==> config.mk <==
export PLATFORM = sky130hd
export DESIGN_NAME = rgb565_frame_reader_flat
export DESIGN_NICKNAME = d
export VERILOG_FILES = /design/src/rtl/rgb565_frame_reader_pkg.sv /design/src/rtl/rgb565_frame_reader_if.sv /design/src/rtl/rgb565_frame_reader_pix_skid_buf.sv /design/src/rtl/rgb565_frame_reader.sv /design/src/flat_wrapper.sv
export SDC_FILE = /design/constraint.sdc
export NUM_CORES = 1
export LEC_CHECK = 0
export ABC_AREA = 0
export BUFFER_PORTS_ARGS = -buffer_cell sky130_fd_sc_hd__buf_2
export CAP_MARGIN = 40
export CORE_UTILIZATION = 55
export DETAILED_ROUTE_END_ITERATION = 6
export GPL_TIMING_DRIVEN = 0
export PLACE_DENSITY = 0.76
export REMOVE_ABC_BUFFERS = 1
export SLEW_MARGIN = 40
export SYNTH_ARGS = -nofsm -noshare
export SYNTH_HDL_FRONTEND = slang
export SYNTH_HIERARCHICAL = 1
export SYNTH_SLANG_ARGS = --single-unit
==> constraint.sdc <==
create_clock -name iClk -period 3.55 [get_ports iClk]
set_clock_uncertainty 0.05 [all_clocks]
set_input_delay 0.1775 -clock iClk [delete_from_list [all_inputs] [get_ports iClk]]
set_output_delay 0.1775 -clock iClk [all_outputs]
set_load 0.005 [all_outputs]
==> src/rtl/rgb565_frame_reader_pkg.sv <==
// rgb565_frame_reader_pkg
// Constants and types shared by the RGB565 frame reader and the RGB888->RGB565
// writer stage: frame geometry, RAM widths, reader FSM encoding and the
// RGB565 -> RGB888 expansion function.
package rgb565_frame_reader_pkg;

    localparam int IMG_W      = 480;
    localparam int IMG_H      = 272;
    localparam int FRAME_SIZE = IMG_W * IMG_H;   // 130560 words
    localparam int ADDR_WIDTH = 17;
    localparam int DATA_WIDTH = 16;

    typedef enum logic [1:0] {
        ST_IDLE  = 2'd0,
        ST_READ  = 2'd1,
        ST_DRAIN = 2'd2,
        ST_DONE  = 2'd3
    } state_t;

    // Bit replication: the top bits of each channel are copied into the
    // vacated LSBs so that full-scale maps to 0xFF and zero stays zero.
    function automatic logic [23:0] rgb565_to_rgb888(input logic [15:0] rgb565);
        return {rgb565[15:11], rgb565[15:13],
                rgb565[10:5],  rgb565[10:9],
                rgb565[4:0],   rgb565[4:2]};
    endfunction

endpackage

==> src/rtl/rgb565_frame_reader_if.sv <==
// rgb565_frame_reader_if
// Bundles the frame-RAM read port and the RGB888 pixel stream of the frame
// reader.
//   o_mem_addr / o_mem_rd_en : read request towards the frame RAM
//   i_mem_data               : RAM word, valid one clock after o_mem_rd_en
//   o_pixel, o_col, o_row,
//   o_sof, o_eol, o_eof      : stream payload, qualified by o_valid
//   o_valid / i_ready        : stream handshake
// master = the reader, slave = RAM plus downstream consumer.
interface rgb565_frame_reader_if #(
    parameter int ADDR_WIDTH = rgb565_frame_reader_pkg::ADDR_WIDTH,
    parameter int DATA_WIDTH = rgb565_frame_reader_pkg::DATA_WIDTH
);
    logic [ADDR_WIDTH-1:0] o_mem_addr;
    logic                  o_mem_rd_en;
    logic [DATA_WIDTH-1:0] i_mem_data;
    logic [23:0]           o_pixel;
    logic                  o_valid;
    logic                  i_ready;
    logic [8:0]            o_col;
    logic [8:0]            o_row;
    logic                  o_sof;
    logic                  o_eol;
    logic                  o_eof;

    modport master (
        output o_mem_addr, o_mem_rd_en,
        output o_pixel, o_valid, o_col, o_row, o_sof, o_eol, o_eof,
        input  i_mem_data, i_ready
    );

    modport slave (
        input  o_mem_addr, o_mem_rd_en,
        input  o_pixel, o_valid, o_col, o_row, o_sof, o_eol, o_eof,
        output i_mem_data, i_ready
    );
endinterface

==> src/rtl/rgb565_frame_reader_pix_skid_buf.sv <==
// rgb565_frame_reader_pix_skid_buf
// Two-entry valid/ready buffer. The head entry drives the output directly from
// a register, so the payload is stable while valid is high and not popped.
//   clk, srst : clock, synchronous active-high reset
//   push, din : write one entry (caller guarantees it is never pushed full)
//   pop       : remove the head entry (only meaningful while valid)
//   valid     : head entry holds data
//   dout      : head entry payload
//   count     : number of occupied entries (0..2)
module rgb565_frame_reader_pix_skid_buf #(
    parameter int W = 45
) (
    input  logic         clk,
    input  logic         srst,
    input  logic         push,
    input  logic [W-1:0] din,
    input  logic         pop,
    output logic         valid,
    output logic [W-1:0] dout,
    output logic [1:0]   count
);

    logic [W-1:0] head_reg;
    logic [W-1:0] tail_reg;
    logic [1:0]   count_reg;

    always_ff @(posedge clk) begin
        if (srst) begin
            head_reg  <= '0;
            tail_reg  <= '0;
            count_reg <= 2'd0;
        end else begin
            case ({push, pop})
                2'b10: begin
                    if (count_reg == 2'd0) begin
                        head_reg <= din;
                    end else begin
                        tail_reg <= din;
                    end
                    count_reg <= count_reg + 2'd1;
                end
                2'b01: begin
                    head_reg  <= tail_reg;
                    count_reg <= count_reg - 2'd1;
                end
                2'b11: begin
                    // Occupancy unchanged; the new word goes behind whatever
                    // remains after the pop.
                    if (count_reg == 2'd2) begin
                        head_reg <= tail_reg;
                        tail_reg <= din;
                    end else begin
                        head_reg <= din;
                    end
                end
                default: ;
            endcase
        end
    end

    assign valid = (count_reg != 2'd0);
    assign dout  = head_reg;
    assign count = count_reg;

endmodule

==> src/rtl/rgb565_frame_reader.sv <==
// rgb565_frame_reader
// Reads one RGB565 frame (IMG_W x IMG_H words, raster order) from the frame
// RAM, expands each word to RGB888 and streams it with column/row and
// start-of-frame / end-of-line / end-of-frame markers.
//   iClk, iRst : clock, synchronous active-high reset
//   i_Clk_en   : global enable; low freezes everything except RAM return capture
//   i_start    : one-cycle pulse, starts a frame when idle
//   bus        : RAM read port + pixel stream (rgb565_frame_reader_if.master)
//   o_busy     : high from leaving IDLE until DONE
//   o_done     : one-cycle pulse after the last pixel transfer
module rgb565_frame_reader #(
    parameter int IMG_W      = rgb565_frame_reader_pkg::IMG_W,
    parameter int IMG_H      = rgb565_frame_reader_pkg::IMG_H,
    parameter int ADDR_WIDTH = rgb565_frame_reader_pkg::ADDR_WIDTH
) (
    input  logic                  iClk,
    input  logic                  iRst,
    input  logic                  i_Clk_en,
    input  logic                  i_start,
    rgb565_frame_reader_if.master bus,
    output logic                  o_busy,
    output logic                  o_done
);
    import rgb565_frame_reader_pkg::*;

    localparam int META_W = 9 + 9 + 3;      // col, row, sof, eol, eof
    localparam int PAY_W  = 24 + META_W;
    localparam logic [ADDR_WIDTH-1:0] LAST_ADDR = ADDR_WIDTH'(IMG_W * IMG_H - 1);
    localparam logic [8:0]            LAST_COL  = 9'(IMG_W - 1);

    state_t                state_reg;
    logic [ADDR_WIDTH-1:0] addr_reg;
    logic [8:0]            col_reg;
    logic [8:0]            row_reg;
    logic [META_W-1:0]     meta_reg;      // markers of the read currently in flight
    logic                  inflight_reg;
    logic                  busy_reg;
    logic                  done_reg;

    logic                  buf_valid;
    logic [1:0]            buf_count;
    logic [PAY_W-1:0]      buf_din;
    logic [PAY_W-1:0]      buf_dout;
    logic                  xfer;
    logic                  issue;
    logic [2:0]            pending;

    assign xfer    = buf_valid & bus.i_ready & i_Clk_en;
    assign pending = {1'b0, buf_count} + {2'b00, inflight_reg};

    // A read may issue only if, after this cycle's transfer, the buffer still
    // has a free slot for the returning word. Comparing against 2+xfer avoids
    // an unsigned subtraction.
    assign issue = (state_reg == ST_READ) & i_Clk_en & ~iRst
                 & (pending < (3'd2 + {2'b00, xfer}));

    always_ff @(posedge iClk) begin
        if (iRst) begin
            state_reg <= ST_IDLE;
            addr_reg  <= '0;
            col_reg   <= '0;
            row_reg   <= '0;
            meta_reg  <= '0;
            busy_reg  <= 1'b0;
            done_reg  <= 1'b0;
        end else if (i_Clk_en) begin
            case (state_reg)
                ST_IDLE: begin
                    done_reg <= 1'b0;
                    if (i_start) begin
                        state_reg <= ST_READ;
                        busy_reg  <= 1'b1;
                        addr_reg  <= '0;
                        col_reg   <= '0;
                        row_reg   <= '0;
                    end
                end
                ST_READ: begin
                    if (issue && addr_reg == LAST_ADDR) begin
                        state_reg <= ST_DRAIN;
                    end
                end
                ST_DRAIN: begin
                    // Look ahead by one transfer so o_done lands in the cycle
                    // right after the last pixel leaves.
                    if (!inflight_reg &&
                        (buf_count == 2'd0 || (buf_count == 2'd1 && xfer))) begin
                        state_reg <= ST_DONE;
                        busy_reg  <= 1'b0;
                        done_reg  <= 1'b1;
                    end
                end
                ST_DONE: begin
                    state_reg <= ST_IDLE;
                    done_reg  <= 1'b0;
                end
                default: state_reg <= ST_IDLE;
            endcase

            if (issue) begin
                addr_reg <= addr_reg + 1'b1;
                meta_reg <= {col_reg, row_reg,
                             addr_reg == '0,
                             col_reg == LAST_COL,
                             addr_reg == LAST_ADDR};
                if (col_reg == LAST_COL) begin
                    col_reg <= '0;
                    row_reg <= row_reg + 9'd1;
                end else begin
                    col_reg <= col_reg + 9'd1;
                end
            end
        end
    end

    // The RAM word arrives exactly one clock after the strobe whatever the
    // enable does, so the in-flight flag follows the strobe unconditionally.
    always_ff @(posedge iClk) begin
        if (iRst) begin
            inflight_reg <= 1'b0;
        end else begin
            inflight_reg <= issue;
        end
    end

    assign buf_din = {rgb565_to_rgb888(bus.i_mem_data), meta_reg};

    rgb565_frame_reader_pix_skid_buf #(
        .W(PAY_W)
    ) u_skid (
        .clk   (iClk),
        .srst  (iRst),
        .push  (inflight_reg),
        .din   (buf_din),
        .pop   (xfer),
        .valid (buf_valid),
        .dout  (buf_dout),
        .count (buf_count)
    );

    assign bus.o_mem_addr  = addr_reg;
    assign bus.o_mem_rd_en = issue;
    assign bus.o_valid     = buf_valid;
    assign bus.o_pixel     = buf_dout[PAY_W-1 -: 24];
    assign bus.o_col       = buf_dout[20:12];
    assign bus.o_row       = buf_dout[11:3];
    assign bus.o_sof       = buf_dout[2];
    assign bus.o_eol       = buf_dout[1];
    assign bus.o_eof       = buf_dout[0];
    assign o_busy          = busy_reg;
    assign o_done          = done_reg;

endmodule
==> src/flat_wrapper.sv <==
// flat-port wrapper written by rule: the top's interface ports become plain ports
module rgb565_frame_reader_flat import rgb565_frame_reader_pkg::*;
#(
    parameter int IMG_W      = rgb565_frame_reader_pkg::IMG_W,
    parameter int IMG_H      = rgb565_frame_reader_pkg::IMG_H,
    parameter int ADDR_WIDTH = rgb565_frame_reader_pkg::ADDR_WIDTH
)
  (iClk, iRst, i_Clk_en, i_start, o_busy, o_done, bus_o_mem_addr, bus_o_mem_rd_en, bus_o_pixel, bus_o_valid, bus_o_col, bus_o_row, bus_o_sof, bus_o_eol, bus_o_eof, bus_i_mem_data, bus_i_ready);
  rgb565_frame_reader_if #(.ADDR_WIDTH(ADDR_WIDTH)) bus_i ();
  input  logic iClk;
  input  logic iRst;
  input  logic i_Clk_en;
  input  logic i_start;
  output logic o_busy;
  output logic o_done;
  output wire logic [$bits(bus_i.o_mem_addr)-1:0] bus_o_mem_addr;
  output wire logic [$bits(bus_i.o_mem_rd_en)-1:0] bus_o_mem_rd_en;
  output wire logic [$bits(bus_i.o_pixel)-1:0] bus_o_pixel;
  output wire logic [$bits(bus_i.o_valid)-1:0] bus_o_valid;
  output wire logic [$bits(bus_i.o_col)-1:0] bus_o_col;
  output wire logic [$bits(bus_i.o_row)-1:0] bus_o_row;
  output wire logic [$bits(bus_i.o_sof)-1:0] bus_o_sof;
  output wire logic [$bits(bus_i.o_eol)-1:0] bus_o_eol;
  output wire logic [$bits(bus_i.o_eof)-1:0] bus_o_eof;
  input wire logic [$bits(bus_i.i_mem_data)-1:0] bus_i_mem_data;
  input wire logic [$bits(bus_i.i_ready)-1:0] bus_i_ready;
  assign bus_o_mem_addr = bus_i.o_mem_addr;
  assign bus_o_mem_rd_en = bus_i.o_mem_rd_en;
  assign bus_o_pixel = bus_i.o_pixel;
  assign bus_o_valid = bus_i.o_valid;
  assign bus_o_col = bus_i.o_col;
  assign bus_o_row = bus_i.o_row;
  assign bus_o_sof = bus_i.o_sof;
  assign bus_o_eol = bus_i.o_eol;
  assign bus_o_eof = bus_i.o_eof;
  assign bus_i.i_mem_data = bus_i_mem_data;
  assign bus_i.i_ready = bus_i_ready;
  rgb565_frame_reader #(.IMG_W(IMG_W), .IMG_H(IMG_H), .ADDR_WIDTH(ADDR_WIDTH)) u_core (.iClk(iClk), .iRst(iRst), .i_Clk_en(i_Clk_en), .i_start(i_start), .bus(bus_i), .o_busy(o_busy), .o_done(o_done));
endmodule
==> flow_summary.json <==
{
  "outcome": "complete, no violations",
  "synth_top_area_share_pct": 40.3,
  "max_clock_freq_mhz": 298,
  "io_pins": 87,
  "clock-sinks": 153,
  "power_frac_comb_pct": 8.2,
  "drt_wl_total_mm": 19.7,
  "crit_buf_inv": 2,
  "postSynthAreaPerCell_um2": 8.97,
  "ir_drop_mv": 0.309,
  "drt_first_pass_iters": 5,
  "crit_type": "flop to flop",
  "antennaDiodeCount": 0,
  "drive_gt1_share_pct": 21.6,
  "yosys.area.top_type": "dfxtp_1",
  "cp-start-kind": "flop",
  "whs_path_depth": 3,
  "ys_ff_latch": 153,
  "wl_per_cell_um": 18.5,
  "gp_congestion": 0.805,
  "clockBufferDepth": 2,
  "synth_flop_cell": "dfxtp_1",
  "internal_power_mw": 3.04,
  "synthArstFlopShare_pct": 0,
  "clk_latency_ns": 0.41,
  "critPathCaptureType": "flop",
  "p_seq_share_pct": 44.6,
  "crit_chain": "nor2_8, inv_6, nand4b_1, a21o_4, inv_4, nor2_1, o311ai_0, o41ai_1",
  "p_sw_mw": 0.940,
  "slowest_stage": "nor2_1",
  "first_global_vias": 6445,
  "die-area_um2": 14300,
  "fin_ws_ns": 0.191,
  "synth_area_um2": 7600,
  "worstMarginPinSlew_ns": 0.818,
  "finalHoldViolCount": 0,
  "die_h_um": 120,
  "dp_hpwl_mm": 11.2,
  "grt_usage_pct": 27.6,
  "area_delta_synth_final_pct": 14.1,
  "synthTopCellsByArea": "dfxtp_1 (40%), a21oi_1 (8.5%), a311oi_2 (7.7%), o211ai_1 (4.7%), o31ai_1 (4.6%)",
  "antenna_left": 0,
  "hp-start": "bus_i_mem_data[7]",
  "p_clk_share_pct": 47.2,
  "h-tree-depth": 4,
  "switching_share_pct": 23.6,
  "maxSlewHeadroom_pct": 44.9,
  "reg2reg_to": "u_core/bus.o_mem_addr[9]",
  "final_cells": 1065,
  "required_ns": 3.80,
  "drcViolationCount": 0,
  "numPortBuffers": 86,
  "final_nets": 911,
  "antenna_found_initial": 0,
  "place_inst": 1031,
  "hp-class": "input pin to flop",
  "numCtsBuffers": 17,
  "reg2reg_from": "u_core/u_skid/count[0]",
  "cts_root_buf": "clkbuf_16",
  "vias_per_cell": 6.50,
  "coreArea_um2": 13300,
  "crit_family": "simple AND/OR/NAND/NOR gates",
  "powerDensity_nw_per_um2": 459,
  "synth-seq-area-share_pct": 40.3,
  "synthCells": 847,
  "slew_viol_final": 0,
  "cts_tree": "done",
  "synth_cell_type_count": 66,
  "synth_edf_count": 0,
  "drt_iter0_markers": 725,
  "cp_max_fo": 49,
  "min_to": "u_core/u_skid/tail_reg[33]",
  "grt_max_degree": 81,
  "setup_viol": 0,
  "vias": 6920,
  "synth-warning-count": 6,
  "num_rows": 42,
  "pre_cts_slack_ns": -0.321,
  "power.leakage_nw": 2.95,
  "grt.overflow.total": 0,
  "cap_violations": 0,
  "cp.arrival_ns": 3.61,
  "fin_crit_ns": 3.36,
  "initial_utilization_pct": 56.9,
  "grt_first_pass_wirelength_mm": 32.1,
  "fin_crit_sh_pct": 94.6,
  "dieWidth_um": 120,
  "cts.clk_slew.worst_paths_ns": 0.06,
  "rr_worst_depth": 8,
  "rsz0062_at_grt": "false",
  "slowest_delay_ns": 0.63,
  "reg2reg_setup_slack_ns": 0.19
}
## cells in the final DEF, fill, tap and decap left out, drive strengths merged, types with 3 or more instances in the layout
cell type  instances
a2111oi            3
a211oi             3
a21oi            130
a311oi            46
a31oi              3
and2               3
and3               9
buf               98
bufinv             4
clkbuf            20
clkinv             4
dfxtp            153
ha                13
inv               20
nand2             57
nand3             61
nand3b             8
nand4              6
nor2              30
nor2b              3
nor3               3
nor4               4
o211ai            48
o21ai             60
o311ai             5
o31ai             47
o41ai              5
or3                4
xnor2             10
## timing repair
item / CTS / global route
hold buffers: 1 / 1
pin swaps: 1 / 0
setup endpoints to repair: 37 / 29
resized for setup: 3 / 1
hold endpoints to repair: 1 / 1
gates cloned: 1 / 0
buffers inserted: 0 / 0
## layer usage
metal  GRT usage (%)  share of wire [%]  vias up
met4            8.59                1.1        0
met1            35.8                 44     3311
met2            45.5                 47      321
met5               0                  0        -
met3            6.08                7.6       21
li1                -                  -     3267
## synthesized netlist by cell type (3+ instances only)
cell,instances
dfxtp_1,153
a21oi_1,129
nand3_1,60
nand2_1,56
o211ai_1,48
o21ai_0,48
o31ai_1,47
a311oi_2,39
buf_2,36
clkbuf_1,29
nor2_1,27
buf_6,19
inv_1,17
ha_1,13
o21ai_1,11
xnor2_1,10
and3_1,8
a311oi_1,7
nand3b_1,7
nand4_1,6
o311ai_0,5
nor4_1,4
o41ai_1,4
or3_1,4
a211oi_1,3
a31oi_1,3
buf_4,3
clkbuf_2,3
nor2b_1,3
nor3_1,3
## cells by family after synthesis
family / after synthesis / synth area share, %
flip-flops: 153 / 40.3
buffers and inverters: 109 / 8.05
multiplexers: 3 / 0.412
AND/OR/NAND/NOR: 197 / 13.3
adder cells (fa/ha/maj): 13 / 2.14
XOR/XNOR: 11 / 1.27
AO/OA/AOI/OAI: 361 / 34.6
## area by class of cell
class	instances	area, µm²
timing repair buffer	100	716
inverter	19	80.1
clock inverter	11	171
tap	176	220
multi-input combinational	586	3980
fill	1101	4680
clock buffer	20	437
sequential	153	3070
## worst reg2reg max path: stages (launching register included)
cell,delay [ns]
dfxtp_2,0.44
nor2_8,0.43
inv_6,0.27
nand4b_1,0.22
a21o_4,0.51
inv_4,0.27
nor2_1,0.65
o311ai_0,0.28
o41ai_1,0.13
## how the worst max path moves through the flow
stage / cells past startpoint / slack [ns] / end / from
2_1_floorplan: 8 / -0.34 / u_core/u_skid/tail_reg[0] / u_core/u_skid/count[0]
3_3_place_gp: 7 / -2.66 / u_core/bus.o_mem_addr[14] / iRst
3_5_place_dp: 8 / -0.32 / u_core/bus.o_mem_addr[9] / u_core/u_skid/count[0]
4_1_cts: 9 / 0.16 / u_core/u_skid/dout[40] / u_core/u_skid/count[0]
5_1_grt: 9 / 0.04 / u_core/u_skid/dout[12] / u_core/u_skid/count[0]
6_report: 8 / 0.19 / u_core/bus.o_mem_addr[9] / u_core/u_skid/count[0]
## power groups by stage
stage                     registers (mW)  logic (mW)  clock network (mW)
after floorplan                     1.81       0.165                   0
after global placement              1.81       0.292                   0
after detailed placement            1.81       0.315                   0
after CTS                           1.78       0.321                1.90
after global routing                1.78       0.351                1.98
final                               1.78       0.325                1.88
## per-stage QoR
step | TNS [ns] | hold slack (ns) | instance area, µm² | total power [mW] | util (%)
after floorplan | -28.59 | 0.195 | 7060 | 1.98 | -
after global placement | -299.23 | 0.402 | 7710 | 2.10 | 57.7
after detailed placement | -3.26 | 0.407 | 8020 | 2.13 | 60.1
after CTS | 0 | 0.00143 | 8660 | 3.99 | 64.8
after global routing | 0 | 0.00452 | 8670 | 4.11 | 65.0
final | 0 | 0.0141 | 8670 | 3.98 | 65.0
Power figures use the tool's default switching activity.
